**src/rtl/line_cmd_queue.sv**
```systemverilog
// ---------------------------------------------------------------------------
// line_cmd_queue
//
// Command processor for the line-follower. Packed turn-sequence commands
// from the UART wrapper are queued in a small FIFO. They are then executed
// one two-bit step at a time against the line sensor. The block drives the
// motor enable and the signed heading error into the PID/motor path.
//
// Step codes (LSB pair first): 00 end, 01 veer right, 10 veer left,
// 11 reverse (two timed phases, then settle until the line is found).
//
// Ports
//   clk           system clock, all state on rising edge
//   rst_n         asynchronous active-low reset
//   cmd           command word from the UART wrapper (CMD_W bits)
//   cmd_rdy       cmd valid, held by the wrapper until cleared
//   clr_cmd_rdy   accept strobe back to the wrapper (combinational)
//   line_present  line sensor sees tape
//   BMPL_n/BMPR_n bump switches, active low, already synchronised
//   go            motors enabled
//   err_opn_lp    signed heading error
//   buzz          buzzer drive
//   q_cnt         FIFO occupancy
//
// Configuration macro: LCQ_BUZZ_EN
//   defined   : buzzer counter present, buzz = counter[BUZZ_BIT]
//   undefined : no counter, buzz tied low (debounce/hold unchanged)
// ---------------------------------------------------------------------------
module line_cmd_queue #(
    parameter int          CMD_W    = 16,
    parameter int          DEPTH    = 4,
    parameter logic [15:0] VEER_MAG = 16'h0340,
    parameter logic [15:0] REV1_MAG = 16'h01E0,
    parameter logic [15:0] REV2_MAG = 16'h0380,
    parameter logic [25:0] REV1_CYC = 26'd1441792,
    parameter logic [25:0] REV2_CYC = 26'd65011712,
    parameter logic [25:0] DBNC_CYC = 26'd4194304,
    parameter int          BUZZ_BIT = 14
) (
    input  logic                     clk,
    input  logic                     rst_n,
    input  logic [CMD_W-1:0]         cmd,
    input  logic                     cmd_rdy,
    output logic                     clr_cmd_rdy,
    input  logic                     line_present,
    input  logic                     BMPL_n,
    input  logic                     BMPR_n,
    output logic                     go,
    output logic [15:0]              err_opn_lp,
    output logic                     buzz,
    output logic [$clog2(DEPTH):0]   q_cnt
);

    localparam int             AW       = $clog2(DEPTH);
    localparam logic [AW:0]    FULL_CNT = (AW+1)'(DEPTH);

    typedef enum logic [2:0] {
        IDLE,
        FOLLOW,
        VEER,
        REV1,
        REV2,
        SETTLE,
        DBNC,
        HOLD
    } state_t;

    state_t             state_q, state_d;
    logic [CMD_W-1:0]   sreg_q, sreg_d;
    logic               last_right_q, last_right_d;
    logic [25:0]        timer_q, timer_d, timer_inc;

    logic [CMD_W-1:0]   mem_q [DEPTH];
    logic [CMD_W-1:0]   mem_d [DEPTH];
    logic [AW-1:0]      wr_ptr_q, wr_ptr_d;
    logic [AW-1:0]      rd_ptr_q, rd_ptr_d;
    logic [AW:0]        cnt_q, cnt_d;

    logic               push;
    logic               pop;
    logic [1:0]         step;
    logic               bump;
    logic               released;

    // Full is judged on the registered count, so a pop in this cycle does
    // not free a slot until the next one. Gating with rst_n keeps the
    // strobe low while the block is held in reset.
    assign push        = rst_n && cmd_rdy && (cnt_q != FULL_CNT);
    assign clr_cmd_rdy = push;
    assign q_cnt       = cnt_q;

    assign step      = sreg_q[1:0];
    assign bump      = !BMPL_n || !BMPR_n;
    assign released  = BMPL_n && BMPR_n;
    // The timer saturates so a long stay in any state can never wrap it
    // back onto a compare value.
    assign timer_inc = (timer_q == '1) ? timer_q : timer_q + 26'd1;

    // FIFO bookkeeping: write at wr_ptr, read at rd_ptr, count tracks both.
    always_comb begin
        mem_d    = mem_q;
        wr_ptr_d = wr_ptr_q;
        rd_ptr_d = rd_ptr_q;
        cnt_d    = cnt_q;
        if (push) begin
            mem_d[wr_ptr_q] = cmd;
            wr_ptr_d        = wr_ptr_q + AW'(1);
        end
        if (pop) begin
            rd_ptr_d = rd_ptr_q + AW'(1);
        end
        case ({push, pop})
            2'b10:   cnt_d = cnt_q + (AW+1)'(1);
            2'b01:   cnt_d = cnt_q - (AW+1)'(1);
            default: cnt_d = cnt_q;
        endcase
    end

    // Next-state logic. A step advance shifts the active command right by
    // one pair and remembers which way the completed step pointed, so a
    // later reverse knows which side to back out on.
    always_comb begin
        state_d      = state_q;
        sreg_d       = sreg_q;
        last_right_d = last_right_q;
        timer_d      = timer_inc;
        pop          = 1'b0;
        case (state_q)
            IDLE: begin
                if ((cnt_q != '0) && line_present) begin
                    pop     = 1'b1;
                    sreg_d  = mem_q[rd_ptr_q];
                    state_d = FOLLOW;
                end
            end
            FOLLOW: begin
                if (bump) begin
                    timer_d = '0;
                    state_d = DBNC;
                end else if (!line_present) begin
                    case (step)
                        2'b00:   state_d = IDLE;
                        2'b11: begin
                            timer_d = '0;
                            state_d = REV1;
                        end
                        default: state_d = VEER;
                    endcase
                end
            end
            VEER: begin
                if (line_present) begin
                    sreg_d       = sreg_q >> 2;
                    last_right_d = sreg_q[0];
                    state_d      = FOLLOW;
                end
            end
            REV1: begin
                if (timer_q == REV1_CYC - 26'd1) begin
                    timer_d = '0;
                    state_d = REV2;
                end
            end
            REV2: begin
                if (timer_q == REV2_CYC - 26'd1) begin
                    state_d = SETTLE;
                end
            end
            SETTLE: begin
                if (line_present) begin
                    sreg_d       = sreg_q >> 2;
                    last_right_d = sreg_q[0];
                    state_d      = FOLLOW;
                end
            end
            DBNC: begin
                if (timer_q == DBNC_CYC - 26'd1) begin
                    state_d = released ? FOLLOW : HOLD;
                end
            end
            HOLD: begin
                if (released) begin
                    state_d = FOLLOW;
                end
            end
            default: state_d = IDLE;
        endcase
    end

    // Moore output decode. Reverse backs out opposite to the last veer,
    // then swings the other way to recentre over the line.
    always_comb begin
        go         = 1'b0;
        err_opn_lp = 16'h0000;
        case (state_q)
            FOLLOW: go = 1'b1;
            VEER: begin
                go = 1'b1;
                if (step == 2'b01) begin
                    err_opn_lp = VEER_MAG;
                end else if (step == 2'b10) begin
                    err_opn_lp = -VEER_MAG;
                end
            end
            REV1: begin
                go         = 1'b1;
                err_opn_lp = last_right_q ? REV1_MAG : -REV1_MAG;
            end
            REV2: begin
                go         = 1'b1;
                err_opn_lp = last_right_q ? -REV2_MAG : REV2_MAG;
            end
            SETTLE: go = 1'b1;
            default: begin
                go         = 1'b0;
                err_opn_lp = 16'h0000;
            end
        endcase
    end

    always_ff @(posedge clk or negedge rst_n) begin
        if (!rst_n) begin
            state_q      <= IDLE;
            sreg_q       <= '0;
            last_right_q <= 1'b0;
            timer_q      <= '0;
            wr_ptr_q     <= '0;
            rd_ptr_q     <= '0;
            cnt_q        <= '0;
            for (int i = 0; i < DEPTH; i++) begin
                mem_q[i] <= '0;
            end
        end else begin
            state_q      <= state_d;
            sreg_q       <= sreg_d;
            last_right_q <= last_right_d;
            timer_q      <= timer_d;
            wr_ptr_q     <= wr_ptr_d;
            rd_ptr_q     <= rd_ptr_d;
            cnt_q        <= cnt_d;
            for (int i = 0; i < DEPTH; i++) begin
                mem_q[i] <= mem_d[i];
            end
        end
    end

`ifdef LCQ_BUZZ_EN
    logic [BUZZ_BIT:0] buzz_cnt_q, buzz_cnt_d;

    // The buzzer counter only runs while stopped on a bump and keeps its
    // value otherwise, so the tone phase carries over between bumps.
    always_comb begin
        buzz_cnt_d = buzz_cnt_q;
        if ((state_q == DBNC) || (state_q == HOLD)) begin
            buzz_cnt_d = buzz_cnt_q + (BUZZ_BIT+1)'(1);
        end
    end

    always_ff @(posedge clk or negedge rst_n) begin
        if (!rst_n) begin
            buzz_cnt_q <= '0;
        end else begin
            buzz_cnt_q <= buzz_cnt_d;
        end
    end

    assign buzz = buzz_cnt_q[BUZZ_BIT];
`else
    // No buzzer hardware in this build; BUZZ_BIT is never negative, so
    // this is constant low.
    assign buzz = (BUZZ_BIT < 0);
`endif

endmodule

```
**config.mk**
```make
export PLATFORM = sky130hd
export DESIGN_NAME = line_cmd_queue
export DESIGN_NICKNAME = d
export VERILOG_FILES = /design/src/rtl/line_cmd_queue.sv
export SDC_FILE = /design/constraint.sdc
export NUM_CORES = 1
export LEC_CHECK = 0
export CORE_ASPECT_RATIO = 1.2
export CORE_MARGIN = 8
export CORE_UTILIZATION = 36
export CTS_CLUSTER_SIZE = 30
export DETAILED_ROUTE_END_ITERATION = 6
export PLACE_DENSITY = 0.66
export SLEW_MARGIN = 20
export SYNTH_ARGS = -nofsm -noshare
export SYNTH_HDL_FRONTEND = slang
export SYNTH_SLANG_ARGS = --single-unit
```
**constraint.sdc**
```tcl
create_clock -name clk -period 2 [get_ports clk]
set_clock_uncertainty 0.05 [all_clocks]
set_input_delay 0.4 -clock clk [delete_from_list [all_inputs] [get_ports clk]]
set_output_delay 0.4 -clock clk [all_outputs]
set_load 0.05 [all_outputs]
```
==> results of run 1 <==
## cells in the final DEF (no fill, tap or decap), types with 4 or more instances in the layout
master,Yosys,routed
nand4_1,8,8
or3_1,4,4
dfrtp_2,0,5
xnor2_1,16,15
o21ai_1,0,4
mux4_2,16,16
clkinvlp_4,0,4
inv_1,16,10
nor3_1,7,5
and2_4,0,5
a21oi_1,24,20
nand3_1,10,10
ha_1,10,6
dfrtp_1,117,112
mux2_4,0,39
clkinv_4,0,4
nor2_4,0,6
xor2_1,11,9
inv_2,0,5
nor2b_4,0,4
mux2_2,64,25
mux2i_1,16,16
buf_6,2,5
nand2_1,18,17
conb_1,1,6
o21ai_0,17,12
clkbuf_16,0,19
nor2_2,0,18
buf_12,0,27
nor2_1,52,28
and3_1,6,5
buf_4,12,77
clkdlybuf4s50_1,0,20
## worst max-delay path: stages (launching register included)
cell and delay [ns]:
dfrtp_1 0.38, buf_6 0.14, inv_1 0.16, nor2_2 0.07
nor2_2 0.13, o22ai_4 0.09, buf_12 0.15, buf_12 0.14
## flip-flops by register name (all words and copies together), names as in the netlist
name,count
state_q,3
last_right_q,1
q_cnt,3
wr_ptr_q,2
sreg_q,16
mem_q,64
timer_q,26
rd_ptr_q,2
## layer usage
metal  vias to the layer above  GRT usage
met5                         -          0
met4                         0    0.06374
met3                        28    0.03432
met2                       115     0.2490
met1                      2249     0.1663
li1                       2045          -
## how the worst max path moves through the flow
stage                           end  slack [ns]  cells after the start
6_report             err_opn_lp[10]       -0.14                      7
5_1_grt              err_opn_lp[10]       -0.22                      7
4_1_cts              err_opn_lp[14]       -0.16                      7
3_5_place_dp   q_cnt[2]$_DFFE_PN0P_       -0.20                      8
3_3_place_gp   q_cnt[2]$_DFFE_PN0P_       -0.20                      9
2_1_floorplan  q_cnt[2]$_DFFE_PN0P_       -0.16                     10
## cell usage after synthesis, types with 5 or more instances
| cell type | instances | area share |
|---|---|---|
| mux2i_1 | 16 | 0.027 |
| and2_1 | 6 | 0.0063 |
| a21oi_1 | 24 | 0.020 |
| xnor2_1 | 16 | 0.024 |
| nand4_1 | 8 | 0.0084 |
| nor2_1 | 52 | 0.033 |
| xor2_1 | 11 | 0.016 |
| buf_4 | 12 | 0.015 |
| nand2_1 | 18 | 0.011 |
| and3_1 | 6 | 0.0063 |
| dfrtp_1 | 117 | 0.49 |
| mux2_2 | 64 | 0.12 |
| o21ai_0 | 17 | 0.014 |
| o2111ai_1 | 5 | 0.0074 |
| nor3_1 | 7 | 0.0059 |
| nor2b_1 | 6 | 0.0063 |
| clkbuf_1 | 12 | 0.0076 |
| inv_1 | 16 | 0.010 |
| buf_2 | 13 | 0.011 |
| ha_1 | 10 | 0.021 |
| mux4_2 | 16 | 0.061 |
| nand3_1 | 10 | 0.0084 |
## area by class of cell
class / count / area share
clock inverter: 12 / 0.01418
tap: 212 / 0.03098
clock buffer: 20 / 0.05334
sequential: 117 / 0.3427
multi-input combinational: 342 / 0.3819
inverter: 16 / 0.007307
timing repair buffer: 132 / 0.1697
## logic make-up after synthesis
logic type | share of synthesized area
and+or+nand+nor | 0.1073
DFF | 0.4921
muxes | 0.2086
AOI/OAI and AO/OA | 0.07781
buffers and inverters | 0.04942
xor gates and xnor gates | 0.03975
adders and majority gates | 0.02440
other | 0.0006303
## timing repair
action / 4_1_cts / 5_1_grt
buffers inserted: 12 / 8
endpoints found under the setup margin: 41 / 43
gates resized for setup: 32 / 51
cloned: 1 / 2
pin swaps: 8 / 15
## power by group through the flow
stage / Combinational, mW / Clock (mW) / Sequential [mW]
floorplan: 1.56 / 0 / 3.48
global placement: 2.13 / 0 / 3.43
detailed placement: 2.22 / 0 / 3.50
CTS: 2.26 / 3.00 / 3.47
global route: 2.39 / 3.10 / 3.55
finish: 2.23 / 2.95 / 3.47
==> impl_metrics.json, run 1 <==
{
  "status": "finished with violations",
  "violations": "negative setup slack",
  "vias": 4437,
  "finalNonFillerCells": 851,
  "avgSynthCellArea_um2": 11.62,
  "path_clk_slew_ns": 0.06,
  "antenna_found_initial": 0,
  "routed.top_layer": "met4",
  "setup_tns_ns": -2.784,
  "place_congestion": 0.8459,
  "slew_headroom": 0.5758,
  "power_frac_seq": 0.401,
  "hold-worst-slack_ns": 0.03482,
  "cts_root_buf": "clkbuf_16",
  "reg2reg_depth": 7,
  "min_period_ns": 2.145,
  "die_area_um2": 20910,
  "coreArea_um2": 16210,
  "fin_total_pwr_mw": 8.643,
  "cts_hold_buf": 0,
  "crit_start": "state_q[0]$_DFFE_PN0P_",
  "clock.fmax_mhz": 466.3,
  "async_flop_share": 1.000,
  "routed-wl-met3_um": 538,
  "drt-total-wl_um": 15050,
  "path_class": "flop to primary output",
  "initial_core_util": 0.3671,
  "via_per_inst": 5.214,
  "ir_worst_vdd_mv": 0.7134,
  "clockPowerShare": 0.341,
  "clk_latency_ns": 0.43,
  "finalMaxSlewViolations": 0,
  "die_y_um": 156.8,
  "place_area_um2": 7426,
  "synth_cell_type_count": 52,
  "p_int_mw": 6.248,
  "regToRegStartpoint": "timer_q[0]$_DFF_PN0_",
  "io_pins": 44,
  "htreeDepth": 4,
  "cts-buffers-inserted": 17,
  "synth_cells": 512,
  "p_leak_nw": 3.769,
  "finalWorstSetupSlack_ns": -0.1445,
  "final_nets": 659,
  "drc": 0,
  "multiInputGateArea_um2": 3269,
  "diodes": 0,
  "rows": 51,
  "final_core_util": 0.5283,
  "holdCritPathClass": "input port to async pin",
  "arrival_ns": 1.69,
  "final_area_um2": 8562,
  "die_x_um": 133.4,
  "cts_tree": "yes",
  "worst_slew_pin_slew_ns": 0.6363,
  "cp_max_fo": 6,
  "power_frac_comb": 0.258,
  "required_ns": 1.55,
  "drt-pass1-iter-count": 5,
  "fillCellCount": 1376,
  "final.period_utilization": 1.072,
  "ys.flop_type": "dfrtp_1",
  "cts.sinks": 117,
  "yosysWarnings": 0,
  "grt_max_degree": 118,
  "cp-end-kind": "primary output",
  "r2r-end": "timer_q[24]$_DFF_PN0_",
  "clockBufferDepth": 2,
  "hold_viol": 0,
  "antenna_left": 0,
  "port_buffers": 37,
  "place_ws_ns": -0.2026,
  "wl_per_cell_um": 17.68,
  "setup_viol": 38,
  "synth-seq-cells": 117,
  "overflow": 0,
  "ys_seq_area_frac": 0.4921,
  "dp.cells": 798,
  "layout-drive-gt1-share": 0.4695,
  "dp_hpwl_um": 9590,
  "wl_met1_um": 6077,
  "startpoint_type": "flop",
  "syn_area_um2": 5949,
  "grt_util_all_layers": 0.1441,
  "grt_pass1_vias": 4743,
  "grt_pass1_wl_um": 24050,
  "power_density_nw_per_um2": 1009,
  "drv_cap": 0,
  "rsz0062_at_grt": "true",
  "switching_share": 0.2771,
  "seq_area_um2": 2934,
  "dr.first_iter.drc_count": 301,
  "synth-edff-count": 0,
  "area_growth_pct": 43.91,
  "met2_length_um": 8105,
  "p_sw_mw": 2.395,
  "r2r_slack_ns": -0.08
}
No activity file was read; power rests on OpenSTA's default activity.
==> run 2, diff against run 1 <==
- ABC_AREA: not set -> 1
- CORE_MARGIN: 8 -> 2
- MAX_ROUTING_LAYER: not set -> met4
==> impl_metrics.json, run 2 <==
{
  "status": "finished with violations",
  "violations": "negative hold slack, negative setup slack",
  "power_density_nw_per_um2": 1568,
  "yosysWarnings": 0,
  "drt-total-wl_um": 14430,
  "layout-drive-gt1-share": 0.1800,
  "synth_cell_type_count": 37,
  "finalWorstSetupSlack_ns": -0.2244,
  "port_buffers": 37,
  "vias": 5359,
  "cp_max_fo": 6,
  "synth_xor_area_frac": 0.01282,
  "muxShareOfSynthArea": 0,
  "hold_viol": 4,
  "drt-pass1-iter-count": 5,
  "path_clk_slew_ns": 0.06,
  "cts_tree": "yes",
  "slew_headroom": 0.5220,
  "crit_start": "state_q[0]$_DFFE_PN0P_",
  "cts_hold_buf": 0,
  "die_y_um": 147.2,
  "place_ws_ns": -0.1548,
  "avgSynthCellArea_um2": 7.773,
  "largest_register_ffs": 64,
  "clockBufferDepth": 2,
  "synth-edff-count": 0,
  "synthTopCellsByArea": "dfrtp_1 48%, nand2_1 12%, o21ai_0 8.4%",
  "synth_top_family_by_area": "simple AND/OR/NAND/NOR gates",
  "final_nets": 893,
  "place_area_um2": 7089,
  "dp_hpwl_um": 9443,
  "coreArea_um2": 16790,
  "synthAdderAreaFrac": 0.02361,
  "setup_viol": 12,
  "die_area_um2": 18140,
  "io_pins": 44,
  "synth-compound-area-share": 0.1382,
  "grt_pass1_wl_um": 25300,
  "synth_most_common_cell": "nand2_1",
  "overflow": 0,
  "arrival_ns": 1.77,
  "antenna_left": 0,
  "clk_latency_ns": 0.41,
  "clock.fmax_mhz": 449.6,
  "hold-worst-slack_ns": -0.03089,
  "mostFrequentLayoutCells": "189 x nand2_1, 113 x dfrtp_1, 101 x o21ai_0, 96 x nor2_1, 65 x inv_1",
  "p_leak_nw": 3.751,
  "top_register": "mem_q",
  "ys.flop_type": "dfrtp_1",
  "finalMaxSlewViolations": 0,
  "die_x_um": 123.3,
  "synth_top_area_frac": 0.4762,
  "cts-buffers-inserted": 17,
  "grt_max_degree": 118,
  "yosys-top-cells-count": "198 x nand2_1, 117 x dfrtp_1, 103 x o21ai_0, 99 x nor2_1, 74 x inv_1",
  "synth_simple_gate_area_frac": 0.2625,
  "via_per_inst": 4.926,
  "cts.sinks": 117,
  "regToRegStartpoint": "state_q[2]$_DFFE_PN0P_",
  "grt_pass1_vias": 5307,
  "ir_worst_vdd_mv": 0.7423,
  "rsz0062_at_grt": "true",
  "place_congestion": 0.8986,
  "drv_cap": 0,
  "diodes": 0,
  "initial_core_util": 0.3663,
  "cts_root_buf": "clkbuf_16",
  "antenna_found_initial": 0,
  "final_area_um2": 7955,
  "yosys.area.top_type": "dfrtp_1",
  "syn_area_um2": 6148,
  "synth_cells": 791,
  "setup_tns_ns": -2.229,
  "top_regs": "mem_q x64, timer_q x26, sreg_q x16",
  "reg2reg_depth": 13,
  "dr.first_iter.drc_count": 328,
  "worst_slew_pin_slew_ns": 0.7170,
  "final.period_utilization": 1.112,
  "async_flop_share": 1.000,
  "grt_util_all_layers": 0.1805,
  "synth-seq-cells": 117,
  "ys_seq_area_frac": 0.4762,
  "min_period_ns": 2.224,
  "path_class": "flop to primary output",
  "final_core_util": 0.4739,
  "final_common_cell": "nand2_1",
  "htreeDepth": 4,
  "startpoint_type": "flop",
  "required_ns": 1.55,
  "area_growth_pct": 29.39,
  "wl_per_cell_um": 13.26,
  "cp-end-kind": "primary output",
  "drc": 0,
  "rows": 52,
  "holdCritPathClass": "input port to async pin"
}
## run 2: changes by cell type in the layout (fill, tap and decap cells not counted), moves of 16 or more
cell | before | now
mux4_2 | 16 | 0
nor2_1 | 28 | 96
mux2_2 | 25 | 0
mux2i_1 | 16 | 0
buf_4 | 77 | 40
nand3_1 | 10 | 26
inv_1 | 10 | 65
nand2_1 | 17 | 189
mux2_4 | 39 | 0
o21ai_0 | 12 | 101
## run 2: power breakdown
| group | switching [mW] | internal (mW) |
|---|---|---|
| Sequential | 0.538 | 3.32 |
| Clock | 1.11 | 2.05 |
| Combinational | 3.18 | 2.28 |
| Total | 4.82 | 7.65 |
## run 2: layer usage
layer / up-vias / share of wire / GRT usage
met2: 95 / 0.48 / 0.2849
li1: 2685 / - / -
met5: - / 0 / -
met3: 28 / 0.031 / 0.03727
met4: 0 / 0.020 / 0.05625
met1: 2551 / 0.47 / 0.2323
## run 2: through the flow
stage / power, mW / instances
floorplan: 7.122 / 796
global placement: 8.846 / 1044
detailed placement: 8.929 / 1044
CTS: 12.39 / 1085
global route: 13.42 / 1088
finish: 12.47 / 1088
## run 2: cell type report
cell class | instances | area [µm²]
clock inverters | 11 | 148.9
flip-flops and latches | 117 | 2933
fillers | 1635 | 8831
clock buffers | 20 | 466.7
multi-input cells | 557 | 2845
repair buffers | 87 | 979.7
well taps | 216 | 270.3
inverters | 80 | 311.5
## run 2: worst max-delay path, stage by stage (launching register included)
cell and delay (ns):
dfrtp_1 0.40, buf_6 0.14, inv_6 0.06, nor2_4 0.04, nand2_2 0.07, clkinvlp_4 0.10, nand2_2 0.07, o211ai_1 0.12
clkbuf_16 0.20, buf_12 0.15
## run 2: logic make-up after synthesis
family                   count (synthesis)
AO/OA/AOI/OAI                          158
AND/OR/NAND/NOR                        373
other                                    1
flip-flops                             117
adder cells (fa/ha/maj)                 11
buffers and inverters                  122
XOR/XNOR                                 9
## run 2: worst paths after layout
| path | slack (ns) | to |
|---|---|---|
| setup / recovery | -0.22 | err_opn_lp[11] |
| hold / removal | -0.03 | state_q[0]$_DFFE_PN0P_ |
| setup reg to reg | 0 | q_cnt[2]$_DFFE_PN0P_ |
| hold reg to reg | 0.43 | mem_q[32]$_DFFE_PN0P_ |
| max in group asynchronous | 1.27 | state_q[2]$_DFFE_PN0P_ |
| min in group clk | 0.43 | mem_q[32]$_DFFE_PN0P_ |
## run 2: what timing repair did
| item | 4_1_cts | 5_1_grt |
|---|---|---|
| gates resized for setup | 25 | 20 |
| endpoints found under the hold margin | 0 | 0 |
| setup buffers | 10 | 5 |
| endpoints found under the setup margin | 14 | 32 |
| pin swaps | 4 | 8 |
